$ cat src/rtl/channel_carrier_accumulator.sv
// Carrier wipe-off and code-epoch I/Q integrator for one correlator channel.
// A 3-stage pipeline (LUT, multiply, accumulate/dump) runs at one sample per clock.
module channel_carrier_accumulator #(
    parameter int unsigned SAMPLE_W = 4,
    parameter int unsigned ACC_W    = 24
) (
    input  logic                clk,
    input  logic                reset,
    input  logic [SAMPLE_W-1:0] sample,
    input  logic [4:0]          phase_addr,
    input  logic                code_chip,
    input  logic                epoch_pulse,
    input  logic                rd_ack,
    output logic [ACC_W-1:0]    acc_i_out,
    output logic [ACC_W-1:0]    acc_q_out,
    output logic                acc_valid,
    output logic                overrun
);

    localparam int unsigned LUT_W  = 4;
    localparam int unsigned PROD_W = SAMPLE_W + LUT_W;
    localparam logic signed [ACC_W-1:0] ACC_MAX = {1'b0, {(ACC_W-1){1'b1}}};
    localparam logic signed [ACC_W-1:0] ACC_MIN = {1'b1, {(ACC_W-1){1'b0}}};

    // Quarter-wave cosine with its mirror images folded into one table.
    function automatic logic signed [LUT_W-1:0] cos_lut(input logic [4:0] a);
        logic signed [LUT_W-1:0] c;
        c = '0;
        case (a)
            5'd0, 5'd1, 5'd31:          c = 4'sd7;
            5'd2, 5'd3, 5'd29, 5'd30:   c = 4'sd6;
            5'd4, 5'd28:                c = 4'sd5;
            5'd5, 5'd27:                c = 4'sd4;
            5'd6, 5'd26:                c = 4'sd3;
            5'd7, 5'd25:                c = 4'sd1;
            5'd8, 5'd24:                c = 4'sd0;
            5'd9, 5'd23:                c = -4'sd1;
            5'd10, 5'd22:               c = -4'sd3;
            5'd11, 5'd21:               c = -4'sd4;
            5'd12, 5'd20:               c = -4'sd5;
            5'd13, 5'd14, 5'd18, 5'd19: c = -4'sd6;
            default:                    c = -4'sd7;
        endcase
        return c;
    endfunction

    // Add with clipping; a clipped sum continues from the rail.
    function automatic logic signed [ACC_W-1:0] sat_add(input logic signed [ACC_W-1:0]  a,
                                                        input logic signed [PROD_W-1:0] p);
        logic signed [ACC_W:0] sum;
        sum = (ACC_W+1)'(a) + (ACC_W+1)'(p);
        if (sum[ACC_W] != sum[ACC_W-1])
            return sum[ACC_W] ? ACC_MIN : ACC_MAX;
        return $signed(sum[ACC_W-1:0]);
    endfunction

    logic signed [SAMPLE_W-1:0] s1_sample;
    logic signed [LUT_W-1:0]    s1_cos;
    logic signed [LUT_W-1:0]    s1_sin;
    logic                       s1_chip;
    logic                       s1_epoch;

    logic signed [PROD_W-1:0]   mul_i;
    logic signed [PROD_W-1:0]   mul_q;
    logic signed [PROD_W-1:0]   p_i;
    logic signed [PROD_W-1:0]   p_q;

    logic signed [PROD_W-1:0]   s2_p_i;
    logic signed [PROD_W-1:0]   s2_p_q;
    logic                       s2_epoch;

    logic signed [ACC_W-1:0]    acc_i;
    logic signed [ACC_W-1:0]    acc_q;

    // S1: sample, chip, carrier LUT lookup, epoch marker
    always_ff @(posedge clk or posedge reset) begin
        if (reset) begin
            s1_sample <= '0;
            s1_cos    <= '0;
            s1_sin    <= '0;
            s1_chip   <= 1'b0;
            s1_epoch  <= 1'b0;
        end else begin
            s1_sample <= $signed(sample);
            s1_cos    <= cos_lut(phase_addr);
            s1_sin    <= cos_lut(phase_addr - 5'd8);
            s1_chip   <= code_chip;
            s1_epoch  <= epoch_pulse;
        end
    end

    // Rotation by e^(-j*phi) with the chip sign folded in.
    always_comb begin
        mul_i = PROD_W'(s1_sample) * PROD_W'(s1_cos);
        mul_q = PROD_W'(s1_sample) * PROD_W'(s1_sin);
        p_i   = s1_chip ? mul_i : -mul_i;
        p_q   = s1_chip ? -mul_q : mul_q;
    end

    // S2: registered products
    always_ff @(posedge clk or posedge reset) begin
        if (reset) begin
            s2_p_i   <= '0;
            s2_p_q   <= '0;
            s2_epoch <= 1'b0;
        end else begin
            s2_p_i   <= p_i;
            s2_p_q   <= p_q;
            s2_epoch <= s1_epoch;
        end
    end

    // S3: integrate, dump on epoch, host handshake flags
    always_ff @(posedge clk or posedge reset) begin
        if (reset) begin
            acc_i     <= '0;
            acc_q     <= '0;
            acc_i_out <= '0;
            acc_q_out <= '0;
            acc_valid <= 1'b0;
            overrun   <= 1'b0;
        end else begin
            if (s2_epoch) begin
                acc_i_out <= acc_i;
                acc_q_out <= acc_q;
                acc_i     <= ACC_W'(s2_p_i);
                acc_q     <= ACC_W'(s2_p_q);
                acc_valid <= 1'b1;
                if (acc_valid && !rd_ack)
                    overrun <= 1'b1;
            end else begin
                acc_i <= sat_add(acc_i, s2_p_i);
                acc_q <= sat_add(acc_q, s2_p_q);
                if (rd_ack) begin
                    acc_valid <= 1'b0;
                    overrun   <= 1'b0;
                end
            end
        end
    end

endmodule
$ cat config.mk
export PLATFORM = sky130hd
export DESIGN_NAME = channel_carrier_accumulator
export DESIGN_NICKNAME = d
export VERILOG_FILES = /design/src/rtl/channel_carrier_accumulator.sv
export SDC_FILE = /design/constraint.sdc
export NUM_CORES = 1
export LEC_CHECK = 0
export BUFFER_PORTS_ARGS = -buffer_cell sky130_fd_sc_hd__clkbuf_2
export CAP_MARGIN = 30
export CORE_ASPECT_RATIO = 2
export CORE_UTILIZATION = 62
export CTS_CLUSTER_DIAMETER = 30
export DETAILED_ROUTE_END_ITERATION = 10
export MAX_ROUTING_LAYER = met4
export PLACE_DENSITY = 0.82
export SLEW_MARGIN = 20
export SYNTH_ARGS = -nofsm -noshare
export SYNTH_HDL_FRONTEND = slang
export SYNTH_SLANG_ARGS = --single-unit
$ cat constraint.sdc
create_clock -name clk -period 5 [get_ports clk]
set_clock_uncertainty 0.2 [all_clocks]
set_input_delay 1 -clock clk [delete_from_list [all_inputs] [get_ports clk]]
set_output_delay 1 -clock clk [all_outputs]
set_load 0.01 [all_outputs]
=== Yosys cells after proc, flatten, opt, wreduce, memory -nomap -nowiden ===
Memory sizes are Yosys's and may differ from the RTL's. A register that Yosys moved wholly into a read port is not among the register bits.
Index checks and enable logic that the tools add are counted.

* Register bits: 121
* ROM bits: 256
* Input bits: 14
* Logic and storage cells: 46
* Memories kept: 2

* $add $sub $neg: 5
* $mul: 2
* Equal/unequal tests: 3
* Mux-type cells: 18
* Reduce and logical (&&, ||, !) cells: 4

{| class="wikitable"
|+ Memories
! memory !! depth !! bits a word !! read ports !! clocked after memory_dff !! wr ports !! RTL line !! text
|-
| (no name shown) || 32 || 4 || 1 || 1 || 0 || 29 || <nowiki>case (a)</nowiki>
|-
| (no name shown) || 32 || 4 || 1 || 1 || 0 || 29 ||
|}

{| class="wikitable"
|+ Operators with widths
! kind !! count
|-
| $mux W24 || 8
|-
| $add A24 B8 Y25 || 2
|-
| $mul A4 B4 Y8 || 2
|-
| $mux W8 || 2
|-
| $neg A8 Y8 || 2
|-
| $mux W1 || 8
|-
| $sub A5 B4 Y5 const B || 1
|-
| $ne A1 B1 Y1 || 2
|-
| $ne A2 B1 Y1 const B || 1
|-
| $reduce_and A2 Y1 || 1
|-
| $reduce_bool A2 Y1 || 1
|-
| $logic_and A1 B1 Y1 || 1
|-
| $logic_not A1 Y1 || 1
|}

=== Logic depth before layout (Yosys ltp) ===
* Depth in word-level cells: 6
* Gate-level depth with buffers: 14
* Mapped depth without buffers: 14

=== Worst setup path after synthesis ===
OpenSTA, ideal clock, no wires.

* Kind: reg-to-reg
* From: register s1_sample[0]
* To: register s2_p_q[7]
* Library setup time: 0.080 ns
* Arrival: 3.387 ns
* Path slack: 1.333 ns
* Stages on the path, launching flop included: 12
* Path buffers: 0
* Cell sequence: dfrtp_1 nand2b_1 fa_1 fa_1 fa_1 inv_1 ha_1 inv_1 fa_1 nand2_1 o41ai_1 xnor2_1

* Longest elaborated chain between the ends: 3

{| class="wikitable"
|+ RTL lines
! element !! RTL line !! text
|-
| start: declaration || 57 || <nowiki>logic signed [SAMPLE_W-1:0] s1_sample;</nowiki>
|-
| start signal: assignment || 84 || <nowiki>s1_sample <= $signed(sample);</nowiki>
|-
| $mul A4 B4 Y8 (*) || 95 || <nowiki>mul_q = PROD_W'(s1_sample) * PROD_W'(s1_sin);</nowiki>
|-
| $neg A8 Y8 || 97 || <nowiki>p_q = s1_chip ? -mul_q : mul_q;</nowiki>
|-
| $mux W8 (*) || 97 ||
|-
| named net p_q[7] || 66 || <nowiki>logic signed [PROD_W-1:0] p_q;</nowiki>
|-
| end signal: assignment || 108 || <nowiki>s2_p_q <= p_q;</nowiki>
|-
| end: declaration || 69 || <nowiki>logic signed [PROD_W-1:0] s2_p_q;</nowiki>
|}

Mark *: on every way through the listed nets, which the timed path passes. The rest lies on a longest branch.
A chain may end at the register's enable or synchronous reset.

=== Final worst setup path ===
* From: register s2_p_q[7]
* To: register acc_q[14]

* Longest elaborated chain between the ends: 6
* Elaborated cells between the ends (all ways): 8

{| class="wikitable"
|+ RTL lines
! element !! RTL line !! text
|-
| $add A24 B8 Y25 || 51 || <nowiki>sum = (ACC_W+1)'(a) + (ACC_W+1)'(p);</nowiki>
|-
| $ne A1 B1 Y1 || 52 || <nowiki>if (sum[ACC_W] != sum[ACC_W-1])</nowiki>
|-
| $mux W1 || 52 ||
|-
| $mux W1 || 123 || <nowiki>if (s2_epoch) begin</nowiki>
|-
| $mux W24 || 54 || <nowiki>return $signed(sum[ACC_W-1:0]);</nowiki>
|-
| $mux W24 (*) || 123 ||
|-
| end signal: assignment || 127 || <nowiki>acc_q <= ACC_W'(s2_p_q);</nowiki>
|-
| end signal: assignment || 133 || <nowiki>acc_q <= sat_add(acc_q, s2_p_q);</nowiki>
|-
| end: declaration || 73 || <nowiki>logic signed [ACC_W-1:0] acc_q;</nowiki>
|}

Mark *: on every way between the ends. The rest lies on a longest branch, timed or not. The select of a mux whose other input is x is not followed.

==> results.cfg <==
[global_routing]
grt_max_degree = 93
grt_overflow_total = 0
antenna_found_initial = 0
grt_use_total_pct = 29.5
grt_pass1_vias = 7289
grt_pass1_wl_um = 33300

[timing]
slew_headroom_pct = 44.5
finalHoldViolCount = 0
tightest_slew_ns = 0.830
final-max-slew-violation-count = 0
final-setup-viol-count = 0
tns_ns = 0
holdWs_ns = 0.148
period_share_pct = 78.2
clock.fmax_mhz = 256
rsz0062_at_grt = false
period_needed_ns = 3.91

[clock_tree]
cts_sinks = 129
cts_made_buffers = 17
ctsHoldBuffers = 0
clock_latency_ns = 0.43
clockRootBuffer = clkbuf_16
clk_pin_slew_ns = 0.06
cts_resized = 0
h-tree-depth = 4
cts.path.max_buffers = 2
cts_tree = built
post_cts_buffers = 0

[die]
die_h_um = 172
core_area_sq_um = 14000
dieArea_sq_um = 15000
io_pins = 64
rows = 61
die_x_um = 87.1
start_util_pct = 63.9

[place]
dp.cells = 1106
routabilityCongestion = 0.992
port_buffers = 63
hpwl_um = 14500

[setup_path]
rr_startpoint = s2_p_q[7]
crit_path_end = acc_q[14]
rrSetupSlack_ns = 1.09
crit_start = s2_p_q[7]
critPathCaptureType = flip-flop
worst-endpoint-arrival_ns = 4.03
worst_setup_path_start_kind = flip-flop
path_class = reg2reg
r2r_end = acc_q[14]
required_ns = 5.12
rr_worst_depth = 9
crit_fanout = 19

[logic_synthesis]
ys.flop_type = dfrtp_1
synthCells = 881
syn_avg_cell_area_sq_um = 10.2
synth_edf_count = 0
syn_area_sq_um = 8970
synth_nets = 993
async_flop_share_pct = 100
yosys_warnings = 0
synth_cell_types = 81
ys_seq_area_share_pct = 36.0
ys_ff_latch = 129

[drt]
ant_nets = 0
routed_wl_um = 20200
drcViolationCount = 0
drt_iter0_drc = 350
drt_pre_antenna_iters = 5
via_count = 7079
avgViaCountPerCell = 6.22
wl_per_cell_um = 17.7

[worst_hold_path]
worstHoldPathType = reg2reg

[run]
maxCapViolCount = 0

[layout]
nets = 1048
num_antenna_cells = 0
area_delta_synth_final_pct = 11.8
drive_above_1_share_pct = 20.5
fin_cells = 1138

[status]
outcome = finished, final reports clean
[synth_stat cells, types with 6 or more instances]
library cell,count,area [sq um]
and3_1,6,37.5
inv_1,65,244
a21o_1,17,128
a21oi_1,65,325
fa_1,20,400
nor2_1,44,165
a31oi_1,7,43.8
a2bb2oi_1,8,70.1
xnor2_1,42,368
o211ai_1,17,128
a211oi_1,9,67.6
ha_1,78,976
xor2_1,19,166
buf_4,6,45.0
o21a_1,9,67.6
clkbuf_1,16,60.1
nand2_1,52,195
o32ai_2,11,179
o22ai_1,12,75.1
or2_2,7,43.8
and2_1,22,138
nand4_1,6,37.5
dfrtp_1,129,3230
o32ai_1,14,123
mux2_2,50,563
o21ai_0,40,200
nand2b_1,7,43.8
nor3_1,7,35.0
nand3_1,13,65.1
[worst min-delay path by stage]
stage,from,endpoint,slack (ns),cells after the start
2_1_floorplan,s1_epoch,s2_epoch,0.13,0
3_5_place_dp,s1_epoch,s2_epoch,0.14,0
5_1_grt,s1_epoch,s2_epoch,0.16,0
4_1_cts,s1_epoch,s2_epoch,0.15,0
3_3_place_gp,s1_epoch,s2_epoch,0.13,0
6_report,s1_epoch,s2_epoch,0.15,0
[logic make-up (layout without fill, tap and decap cells)]
kind of cell | Yosys count | after routing | synth area share, %
AOI/OAI and AO/OA | 258 | 258 | 21.0
xor gates and xnor gates | 61 | 61 | 5.95
adders and majority gates | 98 | 98 | 15.3
buffers and inverters | 99 | 167 | 5.05
DFF | 129 | 129 | 36.0
muxes | 51 | 51 | 6.39
and+or+nand+nor | 185 | 185 | 10.3
[flip-flops by register name, indices dropped and copies added (netlist names), 4 cells and up]
register and count:
s2_p_q 8, s1_cos 4, acc_i_out 24, s1_sample 4, s2_p_i 8, acc_i 24
s1_sin 4, acc_q 24, acc_q_out 24
[cell usage in the layout (no fill, tap or decap), types with 5 or more instances in the layout]
| cell type | synthesis | routed |
|---|---|---|
| clkbuf_2 | 2 | 63 |
| fa_1 | 20 | 20 |
| inv_6 | 0 | 6 |
| and3_1 | 6 | 6 |
| o22ai_1 | 12 | 12 |
| buf_4 | 6 | 7 |
| clkbuf_16 | 0 | 17 |
| a31oi_1 | 7 | 7 |
| a21oi_1 | 65 | 65 |
| and2_1 | 22 | 22 |
| a21o_1 | 17 | 17 |
| nand4_1 | 6 | 6 |
| o21ai_0 | 40 | 40 |
| nor2_1 | 44 | 44 |
| a211oi_1 | 9 | 9 |
| a211o_1 | 5 | 5 |
| inv_1 | 65 | 64 |
| dfrtp_1 | 129 | 128 |
| xnor2_1 | 42 | 42 |
| o211ai_1 | 17 | 17 |
| mux2_2 | 50 | 50 |
| o32ai_1 | 14 | 14 |
| nand2b_1 | 7 | 7 |
| nand3_1 | 13 | 13 |
| nand2_1 | 52 | 52 |
| nor3_1 | 7 | 7 |
| o21a_1 | 9 | 9 |
| xor2_1 | 19 | 19 |
| or2_2 | 7 | 7 |
| ha_1 | 78 | 78 |
| a2bb2oi_1 | 8 | 8 |
| o32ai_2 | 11 | 11 |
[cell type report]
type / count / area (sq um)
Multi-Input combinational cell: 653 / 5310
Fill cell: 1075 / 4010
Sequential cell: 129 / 3230
Clock buffer: 19 / 443
Timing Repair Buffer: 70 / 368
Inverter: 65 / 249
Tap cell: 189 / 236
Clock inverter: 13 / 198
[critical path: stages (launching register included)]
cell	delay, ns
dfrtp_1	0.67
ha_1	0.57
nand4_1	0.18
or4_4	0.56
a311oi_4	0.34
a21oi_2	0.08
o211ai_1	0.34
a31oi_2	0.39
buf_4	0.34
o32ai_2	0.11
[per-stage QoR]
step / setup WS [ns] / util, % / cell area (sq um)
2_1_floorplan: 0.359 / - / 8970
3_3_place_gp: 1.18 / 66.9 / 9390
3_5_place_dp: 1.10 / 66.9 / 9390
4_1_cts: 1.09 / 71.4 / 10000
5_1_grt: 0.814 / 71.4 / 10000
6_report: 1.09 / 71.4 / 10000
[routing by layer]
metal  up-vias  wire length (um)  GRT usage, %
li1       3307                 -             -
met5         -                 0             -
met4         0               837          16.7
met3        82               761          4.58
met1      3469              7150          27.8
met2       221             11400          55.4
Power is not shown: default switching activity piles up to over one toggle a cycle in this logic, so the estimate is an artifact.
